`config.mk`:
```
export PLATFORM = sky130hd
export DESIGN_NAME = rf_dump
export DESIGN_NICKNAME = d
export VERILOG_FILES = /design/src/rtl/rf_dump.sv
export SDC_FILE = /design/constraint.sdc
export NUM_CORES = 1
export LEC_CHECK = 0
export CAP_MARGIN = 20
export CELL_PAD_IN_SITES_DETAIL_PLACEMENT = 1
export CELL_PAD_IN_SITES_GLOBAL_PLACEMENT = 2
export CORE_MARGIN = 3
export CORE_UTILIZATION = 30
export CTS_CLUSTER_DIAMETER = 50
export DETAILED_ROUTE_END_ITERATION = 10
export PLACE_DENSITY = 0.9
export REMOVE_ABC_BUFFERS = 1
export SLEW_MARGIN = 20
export SYNTH_ARGS = -nofsm -noshare
export SYNTH_HDL_FRONTEND = slang
export SYNTH_SLANG_ARGS = --single-unit
```
`constraint.sdc`:
```
create_clock -name clk -period 3.7 [get_ports clk]
set_input_delay 0.37 -clock clk [delete_from_list [all_inputs] [get_ports clk]]
set_output_delay 0.37 -clock clk [all_outputs]
set_load 0.05 [all_outputs]
```
`src/rtl/rf_dump.sv`:
```
// rf_dump: debug reader on register-file read port B. It streams a wrapping range
// of registers over valid/ready and keeps a running 16-bit checksum of accepted beats.
module rf_dump #(
  parameter int NREGS = 8,
  parameter int DW    = 16
) (
  input  logic          clk,
  input  logic          rst,
  input  logic          start,
  input  logic          abort,
  input  logic [2:0]    first_addr,
  input  logic [3:0]    count,
  output logic [2:0]    rd_addr,
  input  logic [DW-1:0] rd_data,
  output logic          out_valid,
  input  logic          out_ready,
  output logic [DW-1:0] out_data,
  output logic [2:0]    out_addr,
  output logic          out_last,
  output logic          busy,
  output logic          done,
  output logic [DW-1:0] checksum
);

  if (NREGS != 8) begin : g_nregs_check
    $error("rf_dump: NREGS must be 8 (3-bit addressing)");
  end

  typedef enum logic [1:0] {
    S_IDLE,
    S_LOAD,
    S_SEND
  } state_t;

  state_t        r_state;
  state_t        w_state_nxt;

  logic [2:0]    r_ptr;
  logic [3:0]    r_remaining;
  logic [DW-1:0] r_out_data;
  logic [2:0]    r_out_addr;
  logic          r_out_valid;
  logic          r_out_last;
  logic          r_busy;
  logic          r_done;
  logic [DW-1:0] r_checksum;

  logic [3:0]    w_n;
  logic          w_start_ok;
  logic          w_zero_done;
  logic          w_accept;
  logic          w_capture;
  logic          w_finish;
  logic          w_stop;

  // State register.
  always_ff @(posedge clk) begin
    if (rst) r_state <= S_IDLE;
    else     r_state <= w_state_nxt;
  end

  // Next-state logic.
  always_comb begin
    // NOTE: default assignment first so no path leaves w_state_nxt unassigned (no latch).
    w_state_nxt = r_state;
    unique case (r_state)
      S_IDLE: if (start && !abort && (w_n != 4'd0)) w_state_nxt = S_LOAD;
      S_LOAD: w_state_nxt = abort ? S_IDLE : S_SEND;
      S_SEND: if (abort || (r_out_valid && out_ready && r_out_last)) w_state_nxt = S_IDLE;
      default: w_state_nxt = S_IDLE;
    endcase
  end

  // Control strobes that steer the registered outputs.
  always_comb begin
    w_n         = (count > 4'd8) ? 4'd8 : count;
    w_start_ok  = 1'b0;
    w_zero_done = 1'b0;
    w_accept    = 1'b0;
    w_capture   = 1'b0;
    w_finish    = 1'b0;
    w_stop      = 1'b0;
    unique case (r_state)
      S_IDLE: begin
        w_start_ok  = start && !abort;
        w_zero_done = w_start_ok && (w_n == 4'd0);
      end
      S_LOAD: begin
        w_capture = !abort;
        w_stop    = abort;
      end
      S_SEND: begin
        // A handshake coinciding with abort is not counted.
        w_accept  = r_out_valid && out_ready && !abort;
        w_capture = w_accept && !r_out_last;
        w_finish  = w_accept && r_out_last;
        w_stop    = abort || w_finish;
      end
      default: ;
    endcase
  end

  // Registered datapath and outputs.
  always_ff @(posedge clk) begin
    if (rst) begin
      r_ptr       <= '0;
      r_remaining <= '0;
      r_out_data  <= '0;
      r_out_addr  <= '0;
      r_out_valid <= 1'b0;
      r_out_last  <= 1'b0;
      r_busy      <= 1'b0;
      r_done      <= 1'b0;
      r_checksum  <= '0;
    end else begin
      // NOTE: non-blocking assignments so every register samples pre-edge values.
      r_done <= w_zero_done || w_finish;
      r_busy <= (w_state_nxt != S_IDLE);

      if (w_start_ok) begin
        r_checksum <= '0;
        if (w_n != 4'd0) begin
          r_ptr       <= first_addr;
          r_remaining <= w_n;
        end
      end

      if (w_accept) r_checksum <= r_checksum + r_out_data;

      if (w_capture) begin
        r_out_data  <= rd_data;
        r_out_addr  <= r_ptr;
        r_out_valid <= 1'b1;
        r_out_last  <= (r_remaining == 4'd1);
        r_ptr       <= r_ptr + 3'd1;
        r_remaining <= r_remaining - 4'd1;
      end else if (w_stop) begin
        r_out_valid <= 1'b0;
        r_out_last  <= 1'b0;
      end
    end
  end

  assign rd_addr   = r_ptr;
  assign out_valid = r_out_valid;
  assign out_data  = r_out_data;
  assign out_addr  = r_out_addr;
  assign out_last  = r_out_last;
  assign busy      = r_busy;
  assign done      = r_done;
  assign checksum  = r_checksum;

endmodule
```
Yosys cells after proc, flatten, opt, wreduce, memory -nomap -nowiden
Index checks and enable logic that the tools add are counted.

word-level totals
  bits in registers = 48
  bits in latches = 0
  bits in writable memories = 0
  memory bits (read-only) = 0
  output and inout port bits = 42
  memories kept = 0

cells by class
  add/sub/neg operators = 3
  multipliers = 0
  divide/modulo/power cells = 0
  order comparisons = 1
  eq/ne operators = 3
  shift operators = 0
  multiplexer cells = 22
  bitwise logic cells = 0
  reduce and logical (&&, ||, !) cells = 22

operator list
  operator               number
  $mux W16               2
  $add A16 B16 Y16       1
  $mux W4                4
  $reduce_bool A2 Y1     5
  $mux W3                3
  $logic_and A1 B1 Y1    8
  $mux W1                7
  $mux W2                3
  $pmux W2 S3            1
  $eq A4 B1 Y1 const B   1
  $gt A4 B4 Y1 const B   1
  $logic_not A4 Y1       1
  $pmux W1 S2            2
  $reduce_bool A4 Y1     1
  $sub A4 B1 Y4 const B  1
  $add A3 B1 Y3 const B  1
  $logic_or A1 B1 Y1     3
  $eq A2 B1 Y1 const B   1
  $eq A2 B2 Y1 const B   1
  $logic_not A1 Y1       2
  $logic_not A2 Y1       1
  $reduce_and A2 Y1      1

Depth between registers and ports, before layout
Gate-level depths: netlist (run 1).

  depth after elaboration = 7
  mapped depth = 9

Worst setup path after synthesis (run 1)
No wires, ideal clock.

  kind = register to register
  from = reg r_checksum[1], in the netlist checksum[1]
  to = reg r_checksum[9], in the netlist checksum[9]
  arrival time = 2.257 ns
  required time = 3.583 ns
  slack = 1.326 ns
  stages on the path, launching flop included = 8
  buffers on the path = 0
  cells stage by stage = dfxtp_1 ha_1 a211oi_2 o21bai_2 o211a_1 o21a_1 or3_1 a32o_1

between the ends
  longest elaborated chain between the ends = 2

ends and longest elaborated chain
  element                 line  text
  start, declared         46    logic [DW-1:0] r_checksum;
  start signal, assigned  128   if (w_accept) r_checksum <= r_checksum + r_out_data;
  $add A16 B16 Y16        128
  $mux W16                128

Every way passes these cells.
A chain may end at the register's enable or synchronous reset.

Final worst setup path (run 1)
  from = reg r_state[0]
  to = reg r_remaining[2]

between the ends
  longest elaborated chain between the ends = 4
  elaborated cells on any way between the ends = 9

ends and longest elaborated chain
  element                                     line  text
  start, declared                             35    state_t r_state;
  start signal, assigned                      59    else r_state <= w_state_nxt;
  $eq A2 B2 Y1, or another cell as far along  83    unique case (r_state)
  $pmux W1 S2 or $mux W1 (tied branches)      83
  $reduce_bool A2 Y1 (no source line)         n/a
  $reduce_and A2 Y1 (no source line)          n/a
  end signal, assigned                        124   r_remaining <= w_n;
  end signal, assigned                        136   r_remaining <= r_remaining - 4'd1;
  end, declared                               39    logic [3:0] r_remaining;

Several ways; a longest one is shown, not always the timed one.

==> results of run 1 <==
[report_power, final]
group / switching [uW] / internal [uW] / total, uW
logic: 70.6 / 56.3 / 127
clock network: 194 / 204 / 398
registers: 8.84 / 526 / 534
[cell usage after synthesis (2+ instances only)]
master	count
a21oi_1	36
dfxtp_1	48
or2_2	2
nand2_1	59
o211ai_1	4
buf_2	2
a32o_1	2
clkbuf_1	9
nand3b_1	4
o21a_1	4
nor2b_1	4
o21ai_0	21
inv_1	10
a31oi_1	3
nand2b_1	5
or3_1	3
a22oi_1	7
nand3_1	7
nor3_1	7
nor3b_1	2
a221oi_1	4
a21o_1	4
xnor2_1	6
o21ai_1	3
ha_1	22
nor2_1	25
xor2_1	2
a211oi_1	6
[sequential cells by signal, indices dropped and copies added (netlist names)]
name         flops
busy             1
checksum        16
done             1
out_addr         3
out_data        16
out_last         1
out_valid        1
r_remaining      4
r_state          2
rd_addr          3
[metrics by stage]
step                area (sq um)  total power (uW)
finish                      3570              1060
global route                3570              1110
CTS                         3570              1080
detailed placement          3460               674
global placement            3460               671
floorplan                   2590               604
[worst reg2reg max path, delay by kind of cell (launching register included)]
family | cells | cell delay, ns
compound gates | 3 | 1.07
buf+inv | 1 | 0.09
flops | 1 | 0.38
fa+ha+maj | 1 | 0.26
simple gates | 3 | 0.53
[logic make-up after synthesis]
family                   synth area share, %
flip-flops                              36.4
adder cells (fa/ha/maj)                 11.2
AND/OR/NAND/NOR                         21.1
buffers and inverters                   3.08
multiplexers                           0.379
XOR/XNOR                                2.66
AO/OA/AOI/OAI                           25.1
[layout make-up]
class / count / area, sq um
fill: 1032 / 4810
multi-input combinational: 258 / 1600
sequential: 48 / 961
timing repair buffer: 74 / 728
tap: 105 / 131
clock buffer: 5 / 68.8
clock inverter: 3 / 46.3
inverter: 10 / 37.5
[path summary, 6_finish.rpt]
check / from / to / slack (ns) / depth (start not counted)
min reg2reg: out_addr[1]$_SDFFE_PP0N_ / out_addr[1]$_SDFFE_PP0N_ / 0.47 / 2
max: r_state[0]$_SDFF_PP0_ / r_remaining[2]$_SDFFE_PP0P_ / 1.31 / 8
max reg2reg: r_state[0]$_SDFF_PP0_ / r_remaining[2]$_SDFFE_PP0P_ / 1.31 / 8
min: out_addr[1]$_SDFFE_PP0N_ / out_addr[1]$_SDFFE_PP0N_ / 0.47 / 2
[routing by layer]
layer / vias to the layer above / GRT usage, % / part of all wire [%] / routed length (um)
li1: 1303 / - / - / -
met2: 60 / 30.5 / 49 / 4090
met3: 8 / 2.92 / 3.8 / 319
met5: - / 0 / 0 / 0
met1: 1233 / 22.0 / 46 / 3810
met4: 0 / 3.68 / 1.1 / 93
[cells in the final DEF, fill, tap and decap left out, types with 2 or more instances in the layout]
master	synthesis	layout
o21ai_0	21	21
o21a_1	4	4
or3_1	3	3
o211ai_1	4	4
xnor2_1	6	6
clkbuf_8	0	5
a211oi_1	6	6
a21oi_1	36	36
or2_2	2	2
a221oi_1	4	4
nor2b_1	4	4
xor2_1	2	2
nor3b_1	2	2
a32o_1	2	2
a21o_1	4	4
nor2_1	25	25
nand3b_1	4	4
o21ai_1	3	2
nor3_1	7	7
dfxtp_1	48	48
a31oi_1	3	3
nand3_1	7	7
inv_1	10	10
buf_4	0	5
nand2b_1	5	5
nand2_1	59	59
clkdlybuf4s50_1	0	69
a22oi_1	7	7
ha_1	22	22
==> results.py, run 1 <==
metrics = {
    "yosys": {
        "synth_cell_types": 44,
        "avgSynthCellArea_sq_um": 8.07,
        "synth_ff_type": "dfxtp_1",
        "synth_edf_count": 0,
        "synth_top_area_share_pct": 36.4,
        "synth_cells": 327,
        "synth_top_area_cell": "dfxtp_1",
        "yosysWarnings": 0,
        "synth-async-reset-ratio_pct": 0,
        "ys_ff_latch": 48,
        "seq_area_frac_synth_pct": 36.4,
        "synth.top_cells.by_area": "dfxtp_1 (36%), ha_1 (10%), nand2_1 (8.4%)",
        "netlist_area_sq_um": 2640,
    },
    "setup_path": {
        "cp_cell_sequence": "inv_1 -> ha_1 -> and4b_1 -> o21ai_2 -> nand2_1 -> o21ai_0 -> nand2_1 -> a31oi_1",
        "cp-end-kind": "flop",
        "crit_path_frequent_cell": "nand2_1",
        "crit_family": "compound AO/OA/AOI/OAI gates",
        "path_buf_inv": 1,
        "critPathMaxStageDelay_ns": 0.76,
        "cp-start-kind": "flop",
        "crit_arrival_ns": 2.64,
        "critical_path_class": "reg -> reg",
        "critPathSlowestCell": "o21ai_2",
        "cp_max_fo": 25,
        "cp.required_ns": 3.94,
    },
    "clocking": {
        "holdBufCountCts": 0,
        "cts_tree": "yes",
        "ctsResizeCount": 0,
        "clock_sinks": 48,
        "cts_setup_buffers": 0,
        "clk_latency_ns": 0.31,
        "htree_num_levels": 2,
        "cts_max_path_buffers": 2,
        "cts_buffers": 5,
        "cts_root_buffer": "clkbuf_8",
        "cts.clk_slew.worst_paths_ns": 0.10,
    },
    "grt": {
        "antenna_found_initial": 0,
        "grt_pass1_wl_um": 13900,
        "grt_pass1_vias": 2721,
        "grt_util_all_layers_pct": 17.2,
        "overflow": 0,
        "grt_max_degree": 26,
    },
    "timing": {
        "grt_setup_unrepaired": "no",
        "whs_ns": 0.469,
        "max_slew_margin_pct": 33.9,
        "finClkSkew_ns": 0.00514,
        "fmax_mhz": 418,
        "drv_slew": 0,
        "post-route-period-util_pct": 64.7,
        "worst_slew_pin_slew_ns": 0.984,
        "min_period_ns": 2.39,
        "hold_violations": 0,
        "setup_ws_ns": 1.31,
        "finalSetupTns_ns": 0,
        "setup_viol": 0,
    },
    "run_status": {
        "status": "completed",
    },
    "routing": {
        "firstDrtPassIters": 4,
        "drtIter0Drc": 77,
        "routed_wl_um": 8310,
        "num_vias": 2604,
        "ant_nets": 0,
        "routedWlPerCell_um": 16.5,
        "vias_per_cell": 5.18,
        "drc": 0,
    },
    "die": {
        "dieWidth_um": 99.8,
        "fp-row-count": 33,
        "start_util_pct": 31.5,
        "die_h_um": 99.8,
        "ios": 70,
        "core_area_sq_um": 8380,
        "die_area_sq_um": 9960,
    },
    "cells_and_area": {
        "final_layout_size_suffix_gt1_share_pct": 5.03,
        "fin_cells": 503,
        "synthToLayoutAreaGrowth_pct": 35.4,
        "n_antenna_cell": 0,
        "fin_util_pct": 42.6,
        "nets": 448,
    },
    "min_path": {
        "hold_class": "reg -> reg",
    },
    "power": {
        "p_leak_uw": 0.00135,
        "ir_worst_vdd_mv": 0.146,
        "p_per_area_nw_per_um2": 296,
    },
    "place": {
        "placedCellCount": 495,
        "port_buffers": 69,
        "place_congestion": 0.820,
        "pre_cts_slack_ns": 1.23,
        "hpwl_um": 6370,
    },
    "run": {
        "drv_cap": 0,
    },
}
Note: power is estimated with default switching activity, not from simulation.
==> inputs of run 2 (changes only) <==
--- a/config.mk
+++ b/config.mk
@@ -9,10 +9,10 @@
 export CELL_PAD_IN_SITES_DETAIL_PLACEMENT = 1
 export CELL_PAD_IN_SITES_GLOBAL_PLACEMENT = 2
 export CORE_MARGIN = 3
-export CORE_UTILIZATION = 30
+export CORE_UTILIZATION = 28
 export CTS_CLUSTER_DIAMETER = 50
 export DETAILED_ROUTE_END_ITERATION = 10
-export PLACE_DENSITY = 0.9
+export PLACE_DENSITY = 0.85
 export REMOVE_ABC_BUFFERS = 1
 export SLEW_MARGIN = 20
 export SYNTH_ARGS = -nofsm -noshare
==> constraint.sdc (replaced) <==
create_clock -name clk -period 2.45 [get_ports clk]
set_input_delay 0.245 -clock clk [delete_from_list [all_inputs] [get_ports clk]]
set_output_delay 0.245 -clock clk [all_outputs]
set_load 0.05 [all_outputs]
==> results.py, run 2 (same netlist as run 1, synthesis figures left out) <==
metrics = {
    "timing": {
        "min_period_ns": 2.20,
        "grt_setup_unrepaired": "no",
        "post-route-period-util_pct": 89.8,
        "worst_slew_pin_slew_ns": 0.804,
        "finClkSkew_ns": 0.00919,
        "max_slew_margin_pct": 46.0,
        "whs_ns": 0.463,
        "hold_violations": 0,
        "drv_slew": 0,
        "fmax_mhz": 455,
        "setup_viol": 0,
        "finalSetupTns_ns": 0,
    },
    "cells_and_area": {
        "final_common_cell": "clkdlybuf4s50_1",
        "multiInputGateArea_sq_um": 1600,
        "nets": 452,
        "final_layout_size_suffix_gt1_share_pct": 5.97,
        "fillers": 1105,
        "final_cell_mix": "clkdlybuf4s50_1 (69), nand2_1 (59), dfxtp_1 (48), a21oi_1 (36), nor2_1 (25)",
        "fin_util_pct": 40.3,
        "n_antenna_cell": 0,
        "synthToLayoutAreaGrowth_pct": 36.6,
        "area.sequential_sq_um": 961,
    },
    "grt": {
        "grt_pass1_wl_um": 13200,
        "grt_pass1_vias": 2711,
        "grt_util_all_layers_pct": 15.5,
        "grt_max_degree": 19,
        "overflow": 0,
        "antenna_found_initial": 0,
    },
    "min_path": {
        "hold_class": "reg -> reg",
        "min-delay-start": "out_addr[2]$_SDFFE_PP0N_",
        "whs_endpoint": "out_addr[2]$_SDFFE_PP0N_",
        "worstHoldPathCells": 2,
    },
    "setup_path": {
        "timing.rr.end": "checksum[15]$_SDFFE_PP0P_",
        "crit_start": "checksum[1]$_SDFFE_PP0P_",
        "crit_family": "compound AO/OA/AOI/OAI gates",
        "cp-end-kind": "flop",
        "cp-start-kind": "flop",
        "cp.required_ns": 2.65,
        "crit_arrival_ns": 2.40,
        "reg2reg_setup_slack_ns": 0.25,
        "cp_cell_sequence": "ha_1 -> a211oi_2 -> o21bai_2 -> o21a_2 -> a311oi_4 -> mux2i_1 -> o211ai_1",
        "ff2ff_path_depth": 7,
        "regToRegStartpoint": "checksum[1]$_SDFFE_PP0P_",
        "critical_path_class": "reg -> reg",
        "critPathMaxStageDelay_ns": 0.44,
        "path_buf_inv": 0,
        "cp_max_fo": 4,
        "critPathSlowestCell": "dfxtp_1",
    },
    "clocking": {
        "htree_num_levels": 2,
        "holdBufCountCts": 0,
        "cts_root_buffer": "clkbuf_8",
        "cts.clk_slew.worst_paths_ns": 0.10,
        "cts_max_path_buffers": 2,
        "cts_buffers": 5,
        "cts_setup_buffers": 0,
        "clk_latency_ns": 0.31,
        "ctsResizeCount": 0,
        "cts_tree": "yes",
        "clock_sinks": 48,
    },
    "routing": {
        "routed_wl_um": 7900,
        "routed-wl-met3_um": 351,
        "num_vias": 2604,
        "firstDrtPassIters": 4,
        "drc": 0,
        "wl_met1_um": 3790,
        "vias_per_cell": 5.11,
        "drtIter0Drc": 50,
        "ant_nets": 0,
        "wl_met2_um": 3690,
        "routedWlPerCell_um": 15.5,
        "top_layer_used": "met4",
    },
    "power": {
        "p_per_area_nw_per_um2": 442,
        "ir_worst_vdd_mv": 0.312,
        "power_frac_seq_pct": 50.6,
        "switchingPower_uw": 408,
        "p_leak_uw": 0.00137,
        "switching_share_pct": 25.6,
        "combPwrFrac_pct": 12.1,
        "internal-power_uw": 1180,
        "p_clk_share_pct": 37.3,
    },
    "run_status": {
        "status": "completed",
    },
    "die": {
        "ios": 70,
        "die_area_sq_um": 10600,
        "core_area_sq_um": 8930,
        "fp-row-count": 34,
        "dieWidth_um": 103,
        "die_h_um": 103,
        "start_util_pct": 29.5,
    },
    "run": {
        "drv_cap": 0,
    },
    "place": {
        "port_buffers": 69,
        "place_congestion": 0.801,
        "hpwl_um": 6190,
    },
}
run 2: changes by cell type in the layout (fill, tap and decap cells not counted):
cell / before / now
buf_4: 5 / 9
clkinv_2: 0 / 1
inv_6: 1 / 0
run 2: through the flow:
step                      std cells  setup WS, ns  cell area [sq um]  total power, uW
after detailed placement        502         0.214               3490             1020
after global placement          502         0.298               3490             1010
final                           510         0.251               3600             1590
after floorplan                 316        -0.210               2590              912
after global routing            510        0.0403               3600             1660
after CTS                       510         0.246               3600             1610
run 2: per-layer routing:
metal / vias to the layer above / track usage, %
li1: 1312 / -
met1: 1237 / 20.9
met2: 49 / 25.9
met3: 6 / 2.98
met4: 0 / 3.29
met5: - / 0
run 2: worst max-delay path by stage:
stage,to,depth (start not counted)
final,checksum[15]$_SDFFE_PP0P_,7
after global routing,checksum[15]$_SDFFE_PP0P_,7
after CTS,checksum[15]$_SDFFE_PP0P_,7
after detailed placement,checksum[15]$_SDFFE_PP0P_,5
after global placement,checksum[9]$_SDFFE_PP0P_,7
after floorplan,r_remaining[0]$_SDFFE_PP0P_,4
run 2: final cells by class:
| cell class | count | area share (%) |
|---|---|---|
| timing repair buffer | 78 | 21.0 |
| multi-input combinational | 258 | 44.4 |
| inverter | 10 | 1.04 |
| sequential | 48 | 26.7 |
| tap | 108 | 3.75 |
| clock inverter | 3 | 1.18 |
| clock buffer | 5 | 1.91 |
run 2: worst reg2reg max path, cell delays in order (launching register included):
cell and delay (ns):
dfxtp_1 0.44, ha_1 0.29, a211oi_2 0.26, o21bai_2 0.15, o21a_2 0.26, a311oi_4 0.35
mux2i_1 0.24, o211ai_1 0.11
run 2: power groups by stage:
stage	Clock, uW	Sequential (uW)	Combinational (uW)
finish	594	806	192
global route	643	809	212
CTS	613	807	195
detailed placement	0	825	193
global placement	0	824	190
floorplan	0	850	61.8
